File: config.mk
export PLATFORM = sky130hd
export DESIGN_NAME = cs_mac_accumulator_flat
export DESIGN_NICKNAME = d
export VERILOG_FILES = /design/src/rtl/cs_mac_accumulator_pkg.sv /design/src/rtl/cs_mac_accumulator_if.sv /design/src/rtl/cs_mac_accumulator_csa_3to2.sv /design/src/rtl/cs_mac_accumulator.sv /design/src/flat_wrapper.sv
export SDC_FILE = /design/constraint.sdc
export NUM_CORES = 1
export LEC_CHECK = 0
export CORE_MARGIN = 4
export CORE_UTILIZATION = 55
export CTS_BUF_LIST = sky130_fd_sc_hd__clkbuf_4 sky130_fd_sc_hd__clkbuf_8 sky130_fd_sc_hd__clkbuf_16
export CTS_CLUSTER_DIAMETER = 50
export DETAILED_ROUTE_END_ITERATION = 12
export PLACE_DENSITY = 0.86
export SETUP_SLACK_MARGIN = 0.4
export SYNTH_ARGS = -nofsm -noshare
export SYNTH_HDL_FRONTEND = slang
export SYNTH_HIERARCHICAL = 1
export SYNTH_SLANG_ARGS = --single-unit
File: constraint.sdc
create_clock -name clk -period 5.2 [get_ports clk]
set_clock_uncertainty 0.2 [all_clocks]
set_input_delay 1.56 -clock clk [delete_from_list [all_inputs] [get_ports clk]]
set_output_delay 1.56 -clock clk [all_outputs]
set_load 0.02 [all_outputs]
File: src/rtl/cs_mac_accumulator_pkg.sv
// Shared types and defaults for the carry-save MAC accumulator.
// Holds the FSM state encoding and the default datapath widths.
package cs_mac_accumulator_pkg;

    localparam int unsigned ProdWDefault = 8;
    localparam int unsigned LenWDefault  = 4;
    localparam int unsigned AccWDefault  = 12;

    typedef enum logic [1:0] {
        StIdle    = 2'b00,
        StAccum   = 2'b01,
        StResolve = 2'b10,
        StDone    = 2'b11
    } state_e;

endpackage

File: src/rtl/cs_mac_accumulator_if.sv
// Control, product-stream and result-stream signals of the MAC accumulator.
// The slave modport is the accumulator; the master modport is its driver.
interface cs_mac_accumulator_if
    import cs_mac_accumulator_pkg::*;
#(
    parameter int unsigned PROD_W = ProdWDefault,
    parameter int unsigned LEN_W  = LenWDefault,
    parameter int unsigned ACC_W  = AccWDefault
);

    logic              start_i;
    logic [LEN_W-1:0]  len_i;
    logic [PROD_W-1:0] prod_i;
    logic              prod_valid_i;
    logic              prod_ready_o;
    logic [ACC_W-1:0]  sum_o;
    logic              sum_valid_o;
    logic              sum_ready_i;
    logic              busy_o;

    modport slave (
        input  start_i,
        input  len_i,
        input  prod_i,
        input  prod_valid_i,
        output prod_ready_o,
        output sum_o,
        output sum_valid_o,
        input  sum_ready_i,
        output busy_o
    );

    modport master (
        output start_i,
        output len_i,
        output prod_i,
        output prod_valid_i,
        input  prod_ready_o,
        input  sum_o,
        input  sum_valid_o,
        output sum_ready_i,
        input  busy_o
    );

endinterface

File: src/rtl/cs_mac_accumulator_csa_3to2.sv
// Bitwise full-adder row: compresses (a, b, c) into a sum vector and a carry vector
// already shifted left by one; the carry out of the top bit is dropped.
module cs_mac_accumulator_csa_3to2 #(
    parameter int unsigned W = 12
) (
    input  logic [W-1:0] a_i,
    input  logic [W-1:0] b_i,
    input  logic [W-1:0] c_i,
    output logic [W-1:0] s_o,
    output logic [W-1:0] cy_o
);

    assign cy_o[0] = 1'b0;

    for (genvar i = 0; i < W; i++) begin : g_fa
        assign s_o[i] = a_i[i] ^ b_i[i] ^ c_i[i];
        if (i < W - 1) begin : g_cy
            assign cy_o[i+1] = (a_i[i] & b_i[i]) | (a_i[i] & c_i[i]) | (b_i[i] & c_i[i]);
        end
    end

endmodule

File: src/rtl/cs_mac_accumulator.sv
// Dot-product accumulator: absorbs one product per cycle into a carry-save running sum,
// then resolves it with a single add and offers the result on a valid/ready handshake.
module cs_mac_accumulator
    import cs_mac_accumulator_pkg::*;
#(
    parameter int unsigned PROD_W = ProdWDefault,
    parameter int unsigned LEN_W  = LenWDefault,
    parameter int unsigned ACC_W  = AccWDefault
) (
    input  logic                  clk,
    input  logic                  rst,
    cs_mac_accumulator_if.slave   bus
);

    if (ACC_W < PROD_W + LEN_W) begin : g_bad_cfg
        $error("cs_mac_accumulator: ACC_W must be at least PROD_W + LEN_W");
    end

    state_e             state_q, state_d;
    logic [ACC_W-1:0]   s_q, s_d;
    logic [ACC_W-1:0]   c_q, c_d;
    logic [LEN_W-1:0]   rem_q, rem_d;
    logic [ACC_W-1:0]   sum_q, sum_d;
    logic [ACC_W-1:0]   prod_ext;
    logic [ACC_W-1:0]   csa_s, csa_cy;

    assign prod_ext = {{(ACC_W - PROD_W){1'b0}}, bus.prod_i};

    cs_mac_accumulator_csa_3to2 #(
        .W (ACC_W)
    ) u_csa (
        .a_i  (s_q),
        .b_i  (c_q),
        .c_i  (prod_ext),
        .s_o  (csa_s),
        .cy_o (csa_cy)
    );

    always_comb begin
        state_d = state_q;
        s_d     = s_q;
        c_d     = c_q;
        rem_d   = rem_q;
        sum_d   = sum_q;
        unique case (state_q)
            StIdle: begin
                if (bus.start_i) begin
                    if (bus.len_i != '0) begin
                        rem_d   = bus.len_i;
                        s_d     = '0;
                        c_d     = '0;
                        state_d = StAccum;
                    end else begin
                        sum_d   = '0;
                        state_d = StDone;
                    end
                end
            end
            StAccum: begin
                if (bus.prod_valid_i) begin
                    s_d   = csa_s;
                    c_d   = csa_cy;
                    rem_d = rem_q - LEN_W'(1);
                    if (rem_q == LEN_W'(1)) begin
                        state_d = StResolve;
                    end
                end
            end
            StResolve: begin
                // Cannot overflow: ACC_W covers the largest possible dot product.
                sum_d   = s_q + c_q;
                state_d = StDone;
            end
            StDone: begin
                if (bus.sum_ready_i) begin
                    state_d = StIdle;
                end
            end
            default: state_d = StIdle;
        endcase
    end

    always_ff @(posedge clk) begin
        if (rst) begin
            state_q <= StIdle;
            s_q     <= '0;
            c_q     <= '0;
            rem_q   <= '0;
            sum_q   <= '0;
        end else begin
            state_q <= state_d;
            s_q     <= s_d;
            c_q     <= c_d;
            rem_q   <= rem_d;
            sum_q   <= sum_d;
        end
    end

    assign bus.prod_ready_o = (state_q == StAccum);
    assign bus.sum_valid_o  = (state_q == StDone);
    assign bus.busy_o       = (state_q != StIdle);
    assign bus.sum_o        = sum_q;

endmodule
File: src/flat_wrapper.sv
// flat-port wrapper written by rule: the top's interface ports become plain ports
module cs_mac_accumulator_flat import cs_mac_accumulator_pkg::*;
#(
    parameter int unsigned PROD_W = ProdWDefault,
    parameter int unsigned LEN_W  = LenWDefault,
    parameter int unsigned ACC_W  = AccWDefault
)
  (clk, rst, bus_start_i, bus_len_i, bus_prod_i, bus_prod_valid_i, bus_prod_ready_o, bus_sum_o, bus_sum_valid_o, bus_sum_ready_i, bus_busy_o);
  cs_mac_accumulator_if #(.PROD_W(PROD_W), .LEN_W(LEN_W), .ACC_W(ACC_W)) bus_i ();
  input  logic clk;
  input  logic rst;
  input wire logic [$bits(bus_i.start_i)-1:0] bus_start_i;
  input wire logic [$bits(bus_i.len_i)-1:0] bus_len_i;
  input wire logic [$bits(bus_i.prod_i)-1:0] bus_prod_i;
  input wire logic [$bits(bus_i.prod_valid_i)-1:0] bus_prod_valid_i;
  output wire logic [$bits(bus_i.prod_ready_o)-1:0] bus_prod_ready_o;
  output wire logic [$bits(bus_i.sum_o)-1:0] bus_sum_o;
  output wire logic [$bits(bus_i.sum_valid_o)-1:0] bus_sum_valid_o;
  input wire logic [$bits(bus_i.sum_ready_i)-1:0] bus_sum_ready_i;
  output wire logic [$bits(bus_i.busy_o)-1:0] bus_busy_o;
  assign bus_i.start_i = bus_start_i;
  assign bus_i.len_i = bus_len_i;
  assign bus_i.prod_i = bus_prod_i;
  assign bus_i.prod_valid_i = bus_prod_valid_i;
  assign bus_prod_ready_o = bus_i.prod_ready_o;
  assign bus_sum_o = bus_i.sum_o;
  assign bus_sum_valid_o = bus_i.sum_valid_o;
  assign bus_i.sum_ready_i = bus_sum_ready_i;
  assign bus_busy_o = bus_i.busy_o;
  cs_mac_accumulator #(.PROD_W(PROD_W), .LEN_W(LEN_W), .ACC_W(ACC_W)) u_core (.clk(clk), .rst(rst), .bus(bus_i));
endmodule
# Word-level counts from Yosys, hierarchy flattened
# Index checks and enable logic that the tools add are counted.
# Widths: inputs -> output; s select.
dict set report word_totals {
  ff_bits 42
  latchBits 0
  mem_bits_rw 0
  rom_bits 0
  inputBits 17
  out_inout_bits 15
  wordCells 107
  n_memories 0
}
dict set report op_classes {
  add_sub_neg 2
  multipliers 0
  div 0
  magnitude_cmp 0
  n_eq_ne 10
  shifts 0
  n_mux 19
  n_bitwise 63
  n_reduce_logical 8
}
# operator count
set ops {}
lappend ops {{$mux 12} 6}
lappend ops {{$pmux 12 s2} 3}
lappend ops {{$and 1x1->1} 27}
lappend ops {{$xor 1x1->1} 20}
lappend ops {{$or 1x1->1} 16}
lappend ops {{$add 12x12->12} 1}
lappend ops {{$mux 4} 3}
lappend ops {{$mux 2} 5}
lappend ops {{$pmux 2 s4} 1}
lappend ops {{$pmux 4 s2} 1}
lappend ops {{$reduce_and 4->1} 2}
lappend ops {{$ne 2x1->1 const B} 3}
lappend ops {{$ne 2x2->1 const B} 3}
lappend ops {{$reduce_bool 2->1} 3}
lappend ops {{$eq 2x2->1 const B} 2}
lappend ops {{$eq 4x1->1 const B} 1}
lappend ops {{$reduce_bool 4->1} 1}
lappend ops {{$sub 4x1->4 const B} 1}
lappend ops {{$reduce_and 3->1} 1}
lappend ops {{$eq 2x1->1 const B} 1}
lappend ops {{$logic_not 2->1} 1}

# Logic depth before layout (Yosys ltp)
# Gate-level depths: netlist of the first run.
dict set report depth {
  ltp_word 5
  mapped_depth 9
  ltp_nobuf 7
}

# By module
# Netlist of the first run, hierarchy kept.
# mod n_inst cells_per_inst area_each_um2 seq_area_each_um2
set modules_own_cells {}
lappend modules_own_cells {cs_mac_accumulator 1 257 2249.7 840.8}
lappend modules_own_cells {cs_mac_accumulator_csa_3to2 1 14 255.2 0.0}

# Worst setup path before layout of the first run
# No wires, ideal clock.
dict set report synth_path {
  path_kind {input-to-reg}
  startpoint {input bus_len_i[2]}
  endpoint {register u_core.sum_q[3] (netlist: u_core/bus.sum_o[3])}
  arrival_ns 2.468
  required_time_ns 4.872
  path_slack_ns 2.405
  path_stages 5
  n_path_buf 1
  cell_sequence {nor4_4 a31oi_2 buf_2 a22oi_1 nor2_1}
}
dict set report synth_between {
  elab_chain_cells 3
}
# element line
set synth_rtl {}
lappend synth_rtl {{start: declaration} flat_wrapper.sv:13} ;# input wire logic [$bits(bus_i.len_i)-1:0] bus_len_i;
lappend synth_rtl {{$reduce_bool 4->1} cs_mac_accumulator.sv:48} ;# if (bus.len_i != '0) begin
lappend synth_rtl {{$ne 2x2->1 (no line)} n/a}
lappend synth_rtl {{$reduce_and 3->1 (no line)} n/a}
lappend synth_rtl {{end signal: assignment} cs_mac_accumulator.sv:95} ;# sum_q <= sum_d;
lappend synth_rtl {{end: declaration} cs_mac_accumulator.sv:23} ;# logic [ACC_W-1:0] sum_q, sum_d;
# No other way between the ends.
# A chain may end at the register's enable or synchronous reset.

# Worst setup path after layout of the first run
dict set report layout_path {
  startpoint {register u_core.state_q[1]}
  endpoint {output bus_prod_ready_o}
}
dict set report layout_between {
  elab_chain_cells 1
}
# element line
set layout_rtl {}
lappend layout_rtl {{start: declaration} cs_mac_accumulator.sv:19} ;# state_e state_q, state_d;
lappend layout_rtl {{start signal: assignment} cs_mac_accumulator.sv:85} ;# state_q <= StIdle;
lappend layout_rtl {{start signal: assignment} cs_mac_accumulator.sv:91} ;# state_q <= state_d;
lappend layout_rtl {{$eq 2x1->1} cs_mac_accumulator.sv:99} ;# assign bus.prod_ready_o = (state_q == StAccum);
lappend layout_rtl {{end: declaration} flat_wrapper.sv:16} ;# output wire logic [$bits(bus_i.prod_ready_o)-1:0] bus_prod_ready_o;
# No other way between the ends.

==> impl_results.html, run 1 <==
<table>
<tr><th>Metric</th><th>Value</th></tr>
<tr><th colspan="2">Floorplan</th></tr>
<tr><td>Starting density of the core</td><td>0.571</td></tr>
<tr><td>Chip Width</td><td>75.5 microns</td></tr>
<tr><td>Total Die Area</td><td>0.00570 sq mm</td></tr>
<tr><td>Count of boundary I/O pins</td><td>32</td></tr>
<tr><td>Floorplan Core Area</td><td>approximately 0.0044 sq mm</td></tr>
<tr><td>Standard-cell rows</td><td>24</td></tr>
<tr><td>Height of the die</td><td>roughly 75 microns</td></tr>
<tr><th colspan="2">Clocking</th></tr>
<tr><td>Maximum clock path buffer count</td><td>2</td></tr>
<tr><td>CTS Root Cell</td><td>clkbuf_8</td></tr>
<tr><td>Post-CTS Setup Inserts</td><td>0</td></tr>
<tr><td># hold bufs at CTS</td><td>0</td></tr>
<tr><td>Clock-pin slew of the registers on the worst-case setup and hold paths</td><td>around 0.08 ns</td></tr>
<tr><td>Insertion delay of the later-clocked pin in the worst-skew pair</td><td>0.30 ns</td></tr>
<tr><td>Clk sink count</td><td>between 40 and 50</td></tr>
<tr><td>Resized Gates After CTS</td><td>0</td></tr>
<tr><td>H-tree Lvls</td><td>2</td></tr>
<tr><td>Clock tree from TritonCTS</td><td>built</td></tr>
<tr><td>Clock buffers created by TritonCTS</td><td>5</td></tr>
<tr><th colspan="2">Critical path</th></tr>
<tr><td>Largest stage delay on the critical path</td><td>between 0.6 and 0.7 ns</td></tr>
<tr><td>Worst Setup Start Kind</td><td>flip-flop</td></tr>
<tr><td>CP Capture Type</td><td>primary output</td></tr>
<tr><td>CP Data Required Time</td><td>between 3 and 4 ns</td></tr>
<tr><td>Worst reg-to-reg path cell count</td><td>7</td></tr>
<tr><td>CP Cell Sequence</td><td>inv_1 &gt; ha_1 &gt; clkdlybuf4s50_1</td></tr>
<tr><td>Crit path max-delay family</td><td>buffers and inverters</td></tr>
<tr><td>Worst Path Class, Setup</td><td>flip-flop to primary output</td></tr>
<tr><td>Worst path arrival time</td><td>between 1.5 and 2 ns</td></tr>
<tr><td>CP bufs+invs</td><td>2</td></tr>
<tr><td>CP Depth</td><td>3</td></tr>
<tr><td>Largest fanout on the critical path</td><td>12</td></tr>
<tr><td>Standard cell with the maximum stage delay on the critical path</td><td>clkdlybuf4s50_1</td></tr>
<tr><th colspan="2">Detailed routing</th></tr>
<tr><td>Final ANT Viol Nets</td><td>0</td></tr>
<tr><td>First-iteration detailed-routing DRC count</td><td>176</td></tr>
<tr><td>Number of iterations in the first detailed-routing pass</td><td>4</td></tr>
<tr><td>Sum of routed wire length over all layers</td><td>5160 microns</td></tr>
<tr><td>Total number of vias</td><td>a little over 2,000</td></tr>
<tr><td>WL/cell</td><td>between 10 and 15 microns</td></tr>
<tr><td>Via density per instance</td><td>5.75</td></tr>
<tr><td>Total DRC errors in the routed layout</td><td>0</td></tr>
<tr><th colspan="2">Synthesis</th></tr>
<tr><td>Number of standard cells after synthesis</td><td>~270</td></tr>
<tr><td>Mapped Area</td><td>between 0.002 and 0.003 sq mm</td></tr>
<tr><td>Distinct cell type count of the synthesized netlist</td><td>48</td></tr>
<tr><td>Multiplexer share of the synthesized area</td><td>0.00849</td></tr>
<tr><td>Arithmetic-cell share of the synthesized area counting full adders, half adders and majority gates</td><td>0.186</td></tr>
<tr><td>Simple-gate area share of the yosys netlist</td><td>0.159</td></tr>
<tr><td>Synth Area in Compound Gates</td><td>0.215</td></tr>
<tr><td>Fraction of the yosys area taken by sequential cells</td><td>0.336</td></tr>
<tr><td>Synth async-reset ratio</td><td>0</td></tr>
<tr><td>Number of synthesized flops with an enable pin</td><td>0</td></tr>
<tr><td>Number of synthesized register bits</td><td>42</td></tr>
<tr><td>Count of warnings emitted by yosys</td><td>6</td></tr>
<tr><td>Post-synthesis average cell area</td><td>9.24 sq um</td></tr>
<tr><td>Most used flip-flop cell after synthesis</td><td>dfxtp_1</td></tr>
<tr><td>Xor-xnor portion of the synthesized cell area</td><td>0.0410</td></tr>
<tr><td>Main combinational cell family by area after synthesis</td><td>compound AO/OA/AOI/OAI gates</td></tr>
<tr><th colspan="2">Cells and area</th></tr>
<tr><td>Area taken by multi-input logic gates</td><td>roughly 0.0015 sq mm</td></tr>
<tr><td># fillers</td><td>approximately 360</td></tr>
<tr><td>ANT cells</td><td>0</td></tr>
<tr><td>Leading cell types in the layout, fill and taps excluded</td><td>nor2_1 (44), dfxtp_1 (42), clkdlybuf4s50_1 (31), a22oi_1 (29), ha_1 (18)</td></tr>
<tr><td>Number of nets at the end of the flow</td><td>around 350</td></tr>
<tr><td>Final core area utilization</td><td>0.670</td></tr>
<tr><td>Most common library cell in the layout ignoring fill and taps</td><td>nor2_1</td></tr>
<tr><td>Layout cell share with drive strength beyond 1</td><td>0.0563</td></tr>
<tr><td>Register cell area after layout</td><td>between 800 and 900 sq um</td></tr>
<tr><td>Area overhead of the layout relative to synthesis</td><td>17.2%</td></tr>
<tr><th colspan="2">Timing</th></tr>
<tr><td>Worst Tran Pin Value</td><td>slightly below 0.7 ns</td></tr>
<tr><td>Final-report max-slew violation count</td><td>0</td></tr>
<tr><td>RSZ-0062 raised after global routing</td><td>false</td></tr>
<tr><td>Setup TNS</td><td>0 ns</td></tr>
<tr><td>Final number of hold-violating endpoints</td><td>0</td></tr>
<tr><td>Max-Slew Margin vs Limit</td><td>0.535</td></tr>
<tr><td>FMAX</td><td>about 280 MHz</td></tr>
<tr><td>Final worst path period share</td><td>0.693</td></tr>
<tr><td>Final Hold Slack</td><td>0.259 ns</td></tr>
<tr><td>Setup-failing EPs final</td><td>0</td></tr>
<tr><td>Minimum clock period</td><td>3.60 ns</td></tr>
<tr><th colspan="2">Power and ir drop</th></tr>
<tr><td>Sequential fraction of design power</td><td>0.375</td></tr>
<tr><td>Internal Power</td><td>0.000639 W</td></tr>
<tr><td>Switching power as a share of total power</td><td>0.379</td></tr>
<tr><td>Worst ir drop on vdd</td><td>~0.20 mV</td></tr>
<tr><td>Leakage power summed over all cells</td><td>between 1 and 1.5 nW</td></tr>
<tr><td>NetSw</td><td>a little under 0.0004 W</td></tr>
<tr><td>Combinational Power Share</td><td>0.385</td></tr>
<tr><td>Clock Power Share</td><td>0.240</td></tr>
<tr><td>Power density over the cells</td><td>approximately 350 mW/mm^2</td></tr>
<tr><th colspan="2">Run status</th></tr>
<tr><td>Run status</td><td>finished, final reports clean</td></tr>
<tr><th colspan="2">Global route</th></tr>
<tr><td>Maximum number of pins on one net before global-route repair</td><td>40</td></tr>
<tr><td>Number of global-route vias before repair</td><td>~1,900</td></tr>
<tr><td>Global-route wire length before repair</td><td>roughly 9000 microns</td></tr>
<tr><td>Tot GR Track Use</td><td>0.206</td></tr>
<tr><td>Antenna violations before repair</td><td>0</td></tr>
<tr><td>Residual overflow from global routing</td><td>0</td></tr>
<tr><th colspan="2">Job</th></tr>
<tr><td>Max_cap viols</td><td>0</td></tr>
<tr><th colspan="2">Min path</th></tr>
<tr><td>Min-Delay Path Class</td><td>flip-flop to flip-flop</td></tr>
<tr><td>Depth of the worst hold-timing path</td><td>2</td></tr>
<tr><th colspan="2">Place</th></tr>
<tr><td>Port-buffer cells</td><td>31</td></tr>
<tr><td>RePlAce Congestion</td><td>between 0.8 and 0.9</td></tr>
<tr><td>Dpl hpwl</td><td>~3800 microns</td></tr>
</table>
[through the flow]
step	area, sq um	instances	setup WS, ns	power [W]
after floorplan	2520	274	2.40	0.000713
after global placement	2830	346	1.54	0.000769
after detailed placement	2830	346	1.43	0.000786
after CTS	2940	354	1.58	0.00104
after global routing	2940	354	1.46	0.00110
final	2940	354	1.60	0.00103
[synthesized netlist by cell type, drive strengths merged (2+ instances only)]
master,n,area (sq um)
nor4,2,27.5
nor2b,4,32.5
nand3,3,15.0
nor3,4,20.0
a22oi,29,218
o21bai,3,22.5
a31oi,3,25.0
clkbuf,4,15.0
a22o,2,18.8
dfxtp,42,841
a21oi,16,80.1
inv,13,48.8
o21ai,9,45.0
nor2,44,165
conb,2,7.51
buf,9,65.1
fa,12,240
ha,18,225
and3,2,12.5
nand2b,2,12.5
o211ai,3,22.5
xor2,6,52.6
o22ai,2,12.5
and4,2,17.5
a211oi,3,22.5
xnor2,3,26.3
nand2,15,56.3
[state kept, by name (all words and copies together), names as in the netlist]
name / flops
u_core/s_q: 12
u_core/bus.sum_o: 12
u_core/c_q: 12
u_core/rem_q: 4
u_core/state_q: 2
[cells by family (layout without fill, tap and decap cells)]
group,Yosys count,in the layout
compound gates,77,77
simple gates,82,82
flops,42,42
buf+inv,26,54
xor+xnor,10,10
mux,2,2
other cells,2,5
fa+ha+maj,30,30
[final timing paths]
check	to	start	slack [ns]
setup / recovery	bus_prod_ready_o	u_core/state_q[1]$_SDFFE_PP0P_	1.60
hold / removal	u_core/bus.sum_o[9]$_SDFFE_PP0P_	u_core/bus.sum_o[9]$_SDFFE_PP0P_	0.26
setup reg to reg	u_core/bus.sum_o[6]$_SDFFE_PP0P_	u_core/s_q[0]$_SDFFE_PP0P_	2.61
hold reg to reg	u_core/bus.sum_o[9]$_SDFFE_PP0P_	u_core/bus.sum_o[9]$_SDFFE_PP0P_	0.26
[tightest hold or removal path: cells and delay by family, from the launching register on]
kind / cells / cell delay (ns)
AOI/OAI and AO/OA: 1 / 0.05
and+or+nand+nor: 1 / 0.05
DFF: 1 / 0.33
[routing by layer]
metal	track usage	vias up	wire length [microns]
met3	0.0488	7	257
li1	-	1020	-
met1	0.264	969	2260
met5	0	-	0
met4	0.0718	0	72
met2	0.340	39	2570
[final cells by class]
| cell class | instances | area share |
|---|---|---|
| sequential | 42 | 0.286 |
| timing repair buffer | 33 | 0.111 |
| multi-input combinational | 206 | 0.527 |
| clock buffer | 8 | 0.0375 |
| tap | 52 | 0.0222 |
| inverter | 13 | 0.0166 |
[power groups by stage]
stage          clock, W  combinational (W)  sequential (W)
5_1_grt        0.000268           0.000442        0.000392
3_5_place_dp          0           0.000392        0.000394
2_1_floorplan         0           0.000326        0.000386
6_report       0.000247           0.000397        0.000386
3_3_place_gp          0           0.000378        0.000391
4_1_cts        0.000255           0.000396        0.000386
No activity file was read; power rests on OpenSTA's default activity.
==> run 2: changes to the inputs <==
--- a/config.mk
+++ b/config.mk
@@ -6,11 +6,11 @@
 export NUM_CORES = 1
 export LEC_CHECK = 0
 export CORE_MARGIN = 4
-export CORE_UTILIZATION = 55
+export CORE_UTILIZATION = 50
 export CTS_BUF_LIST = sky130_fd_sc_hd__clkbuf_4 sky130_fd_sc_hd__clkbuf_8 sky130_fd_sc_hd__clkbuf_16
 export CTS_CLUSTER_DIAMETER = 50
 export DETAILED_ROUTE_END_ITERATION = 12
-export PLACE_DENSITY = 0.86
+export PLACE_DENSITY = 0.83
 export SETUP_SLACK_MARGIN = 0.4
 export SYNTH_ARGS = -nofsm -noshare
 export SYNTH_HDL_FRONTEND = slang
==> constraint.sdc (replaced) <==
create_clock -name clk -period 3.31 [get_ports clk]
set_clock_uncertainty 0.2 [all_clocks]
set_input_delay 0.993 -clock clk [delete_from_list [all_inputs] [get_ports clk]]
set_output_delay 0.993 -clock clk [all_outputs]
set_load 0.02 [all_outputs]
==> run 2 against run 1 <==
Largest cell class unchanged. Worst setup slack worse by 1.1 ns. Utilization down 4.8 points. Routed wire length down 1.3%. Cell count up 4.8%. Critical endpoint unchanged.
==> impl_results.html, run 2 (synthesis gave the netlist of run 1 again) <==
<table>
<tr><th>Metric</th><th>Value</th></tr>
<tr><th colspan="2">Clocking</th></tr>
<tr><td>Maximum clock path buffer count</td><td>2 (unchanged)</td></tr>
<tr><td>Clock-pin slew of the registers on the worst-case setup and hold paths</td><td>0.09 ns (was 0.08 ns)</td></tr>
<tr><td>Clock tree from TritonCTS</td><td>built (unchanged)</td></tr>
<tr><td>Clk sink count</td><td>42 (unchanged)</td></tr>
<tr><td>CTS Root Cell</td><td>clkbuf_8 (unchanged)</td></tr>
<tr><td>H-tree Lvls</td><td>2 (unchanged)</td></tr>
<tr><td>Clock buffers created by TritonCTS</td><td>5 (unchanged)</td></tr>
<tr><td>Insertion delay of the later-clocked pin in the worst-skew pair</td><td>0.30 ns (about the same)</td></tr>
<tr><th colspan="2">Place</th></tr>
<tr><td>RePlAce Congestion</td><td>0.805 (was 0.899)</td></tr>
<tr><td>Placement-stage worst setup slack</td><td>0.259 ns (was 1.43 ns)</td></tr>
<tr><td>Port-buffer cells</td><td>31 (unchanged)</td></tr>
<tr><td>Placed standard-cell area</td><td>0.00287 sq mm (was 0.00283 sq mm)</td></tr>
<tr><td>Dpl hpwl</td><td>3830 microns (was 3750 microns)</td></tr>
<tr><th colspan="2">Timing</th></tr>
<tr><td>FMAX</td><td>around 350 MHz</td></tr>
<tr><td>Final-report max-slew violation count</td><td>0 (unchanged)</td></tr>
<tr><td>Final worst path period share</td><td>0.858</td></tr>
<tr><td>Final Hold Slack</td><td>0.267 ns (was 0.259 ns)</td></tr>
<tr><td>RSZ-0062 raised after global routing</td><td>false (unchanged)</td></tr>
<tr><td>Final number of hold-violating endpoints</td><td>0 (unchanged)</td></tr>
<tr><td>Setup TNS</td><td>0 ns (unchanged)</td></tr>
<tr><td>Least setup slack across all paths after layout</td><td>0.469 ns (was 1.60 ns)</td></tr>
<tr><td>Minimum clock period</td><td>2.84 ns</td></tr>
<tr><td>Setup-failing EPs final</td><td>0 (unchanged)</td></tr>
<tr><th colspan="2">Cells and area</th></tr>
<tr><td>Area taken by multi-input logic gates</td><td>0.00156 sq mm (was 0.00155 sq mm)</td></tr>
<tr><td>ANT cells</td><td>0 (unchanged)</td></tr>
<tr><td>Layout cell share with drive strength beyond 1</td><td>0.0658 (was 0.0563)</td></tr>
<tr><td>Register cell area after layout</td><td>841 sq um (unchanged)</td></tr>
<tr><td># fillers</td><td>410 (was 363)</td></tr>
<tr><td>Final Cell Area</td><td>0.00297 sq mm (was 0.00294 sq mm)</td></tr>
<tr><td>Number of nets at the end of the flow</td><td>350 (was 348)</td></tr>
<tr><td>Most common library cell in the layout ignoring fill and taps</td><td>nor2_1 (unchanged)</td></tr>
<tr><td>Area overhead of the layout relative to synthesis</td><td>18.7% (was 17.2%)</td></tr>
<tr><td>Leading cell types in the layout, fill and taps excluded</td><td>nor2_1 (44), dfxtp_1 (42), clkdlybuf4s50_1 (30), a22oi_1 (29), ha_1 (17) (was nor2_1 (44), dfxtp_1 (42), clkdlybuf4s50_1 (31), a22oi_1 (29), ha_1 (18))</td></tr>
<tr><th colspan="2">Critical path</th></tr>
<tr><td>Start of the worst register-to-register path</td><td>u_core/s_q[0]$_SDFFE_PP0P_ (unchanged)</td></tr>
<tr><td>Worst Setup Start Kind</td><td>flip-flop (unchanged)</td></tr>
<tr><td>Largest fanout on the critical path</td><td>12 (unchanged)</td></tr>
<tr><td>Worst Path Class, Setup</td><td>flip-flop to primary output (unchanged)</td></tr>
<tr><td>Crit path max-delay family</td><td>buffers and inverters (unchanged)</td></tr>
<tr><td>CP bufs+invs</td><td>2 (unchanged)</td></tr>
<tr><td>CP Data Required Time</td><td>2.12 ns (was 3.44 ns)</td></tr>
<tr><td>Standard cell with the maximum stage delay on the critical path</td><td>clkdlybuf4s50_1 (unchanged)</td></tr>
<tr><td>CP Cell Sequence</td><td>inv_1 &gt; ha_4 &gt; clkdlybuf4s50_1 (was inv_1 &gt; ha_1 &gt; clkdlybuf4s50_1)</td></tr>
<tr><td>CP Capture Type</td><td>primary output (unchanged)</td></tr>
<tr><td>Largest stage delay on the critical path</td><td>0.62 ns (was 0.68 ns)</td></tr>
<tr><td>Worst path arrival time</td><td>1.65 ns (was 1.84 ns)</td></tr>
<tr><td>Timing startpoint of the critical path</td><td>u_core/state_q[1]$_SDFFE_PP0P_ (unchanged)</td></tr>
<tr><th colspan="2">Floorplan</th></tr>
<tr><td>Total Die Area</td><td>0.00621 sq mm (was 0.00570 sq mm)</td></tr>
<tr><td>Standard-cell rows</td><td>25 (was 24)</td></tr>
<tr><td>Starting density of the core</td><td>0.523 (was 0.571)</td></tr>
<tr><td>Floorplan Core Area</td><td>0.00479 sq mm (was 0.00438 sq mm)</td></tr>
<tr><td>Height of the die</td><td>78.8 microns (was 75.5 microns)</td></tr>
<tr><td>Count of boundary I/O pins</td><td>32 (unchanged)</td></tr>
<tr><td>Chip Width</td><td>78.8 microns (was 75.5 microns)</td></tr>
<tr><th colspan="2">Global route</th></tr>
<tr><td>Antenna violations before repair</td><td>0 (unchanged)</td></tr>
<tr><td>Residual overflow from global routing</td><td>0 (unchanged)</td></tr>
<tr><td>Global-route wire length before repair</td><td>9070 microns (was 8870 microns)</td></tr>
<tr><td>Maximum number of pins on one net before global-route repair</td><td>34 (was 40)</td></tr>
<tr><td>Number of global-route vias before repair</td><td>2,043 (was 1,939)</td></tr>
<tr><td>Tot GR Track Use</td><td>0.185 (was 0.206)</td></tr>
<tr><th colspan="2">Run status</th></tr>
<tr><td>Run status</td><td>finished, final reports clean (unchanged)</td></tr>
<tr><th colspan="2">Power and ir drop</th></tr>
<tr><td>Sequential fraction of design power</td><td>0.378 (was 0.375)</td></tr>
<tr><td>Combinational Power Share</td><td>0.413 (was 0.385)</td></tr>
<tr><td>Clock Power Share</td><td>0.209 (was 0.240)</td></tr>
<tr><td>Worst ir drop on vdd</td><td>0.303 mV (was 0.198 mV)</td></tr>
<tr><td>Leakage power summed over all cells</td><td>1.18 nW (about the same)</td></tr>
<tr><td>NetSw</td><td>0.000625 W (was 0.000391 W)</td></tr>
<tr><td>Switching power as a share of total power</td><td>0.389 (was 0.379)</td></tr>
<tr><td>Internal Power</td><td>0.000982 W (was 0.000639 W)</td></tr>
<tr><td>Power density over the cells</td><td>540 mW/mm^2 (was 351 mW/mm^2)</td></tr>
<tr><th colspan="2">Detailed routing</th></tr>
<tr><td>First-iteration detailed-routing DRC count</td><td>119 (was 176)</td></tr>
<tr><td>Via density per instance</td><td>5.42 (was 5.75)</td></tr>
<tr><td>Final ANT Viol Nets</td><td>0 (unchanged)</td></tr>
<tr><td>Total DRC errors in the routed layout</td><td>0 (unchanged)</td></tr>
<tr><td>Total number of vias</td><td>2,009 (was 2,035)</td></tr>
<tr><td>Sum of routed wire length over all layers</td><td>5090 microns (was 5160 microns)</td></tr>
<tr><td>WL/cell</td><td>13.7 microns (was 14.6 microns)</td></tr>
<tr><td>Number of iterations in the first detailed-routing pass</td><td>4 (unchanged)</td></tr>
<tr><th colspan="2">Min path</th></tr>
<tr><td>Worst hold start</td><td>u_core/bus.sum_o[9]$_SDFFE_PP0P_ (unchanged)</td></tr>
<tr><td>Min-Delay Path Class</td><td>flip-flop to flip-flop (unchanged)</td></tr>
<tr><th colspan="2">Job</th></tr>
<tr><td>Max_cap viols</td><td>0 (unchanged)</td></tr>
</table>
run 2: cell types whose count changed in the layout (fill, tap and decap cells not counted):
cell             previous run  this run
clkbuf_8                    8         5
buf_4                       2         3
clkinvlp_4                  0         1
clkinv_4                    0         1
ha_1                       18        17
dlygate4sd2_1               0         1
ha_4                        0         1
buf_12                      0         1
clkinv_2                    0         1
clkdlybuf4s50_1            31        30
run 2: power by group through the flow:
stage                     clock network [W]  registers [W]  logic [W]
final                              0.000336       0.000607   0.000664
after detailed placement                  0       0.000616   0.000662
after global placement                    0       0.000614   0.000641
after floorplan                           0       0.000607   0.000513
after CTS                          0.000348       0.000605   0.000662
after global routing               0.000375       0.000616   0.000751
run 2: repair_timing:
| item | CTS | global route |
|---|---|---|
| buffers inserted | 0 | 0 |
| endpoints found under the setup margin | 2 | 1 |
| hold buffers | 0 | 0 |
| hold endpoints to repair | 0 | 0 |
| resized for setup | 2 | 1 |
run 2: path summary, 6_finish.rpt:
kind	end	slack (ns)	cells past startpoint
max	bus_prod_ready_o	0.47	3
min	u_core/bus.sum_o[9]$_SDFFE_PP0P_	0.27	2
max reg2reg	u_core/bus.sum_o[6]$_SDFFE_PP0P_	0.75	7
min reg2reg	u_core/bus.sum_o[9]$_SDFFE_PP0P_	0.27	2
run 2: cell type report:
class                      count  share of cell area
clock inverter                 3             0.00715
clock buffer                   5              0.0231
inverter                      13              0.0164
multi-input combinational    206               0.524
tap                           67              0.0282
sequential                    42               0.283
timing repair buffer          35               0.118
run 2: worst reg2reg max path, cell delays in order (launching register included):
cell     delay [ns]
dfxtp_1        0.35
ha_1           0.24
fa_1           0.41
a21oi_1        0.23
o21ai_0        0.13
a21oi_1        0.36
mux2_1         0.36
a31o_1         0.19
run 2: routing by layer:
layer	vias to the layer above	part of all wire	track usage	routed length, microns
met5	-	0	0	0
met4	0	0.016	0.0734	80
met3	6	0.062	0.0442	314
met2	47	0.49	0.311	2480
met1	933	0.44	0.227	2220
li1	1023	-	-	-
run 2: metrics by stage:
step	instances	util	power (W)
final	371	0.621	0.00161
after global routing	371	0.621	0.00174
after CTS	371	0.619	0.00162
after detailed placement	363	0.600	0.00128
after global placement	363	0.600	0.00126
after floorplan	274	-	0.00112
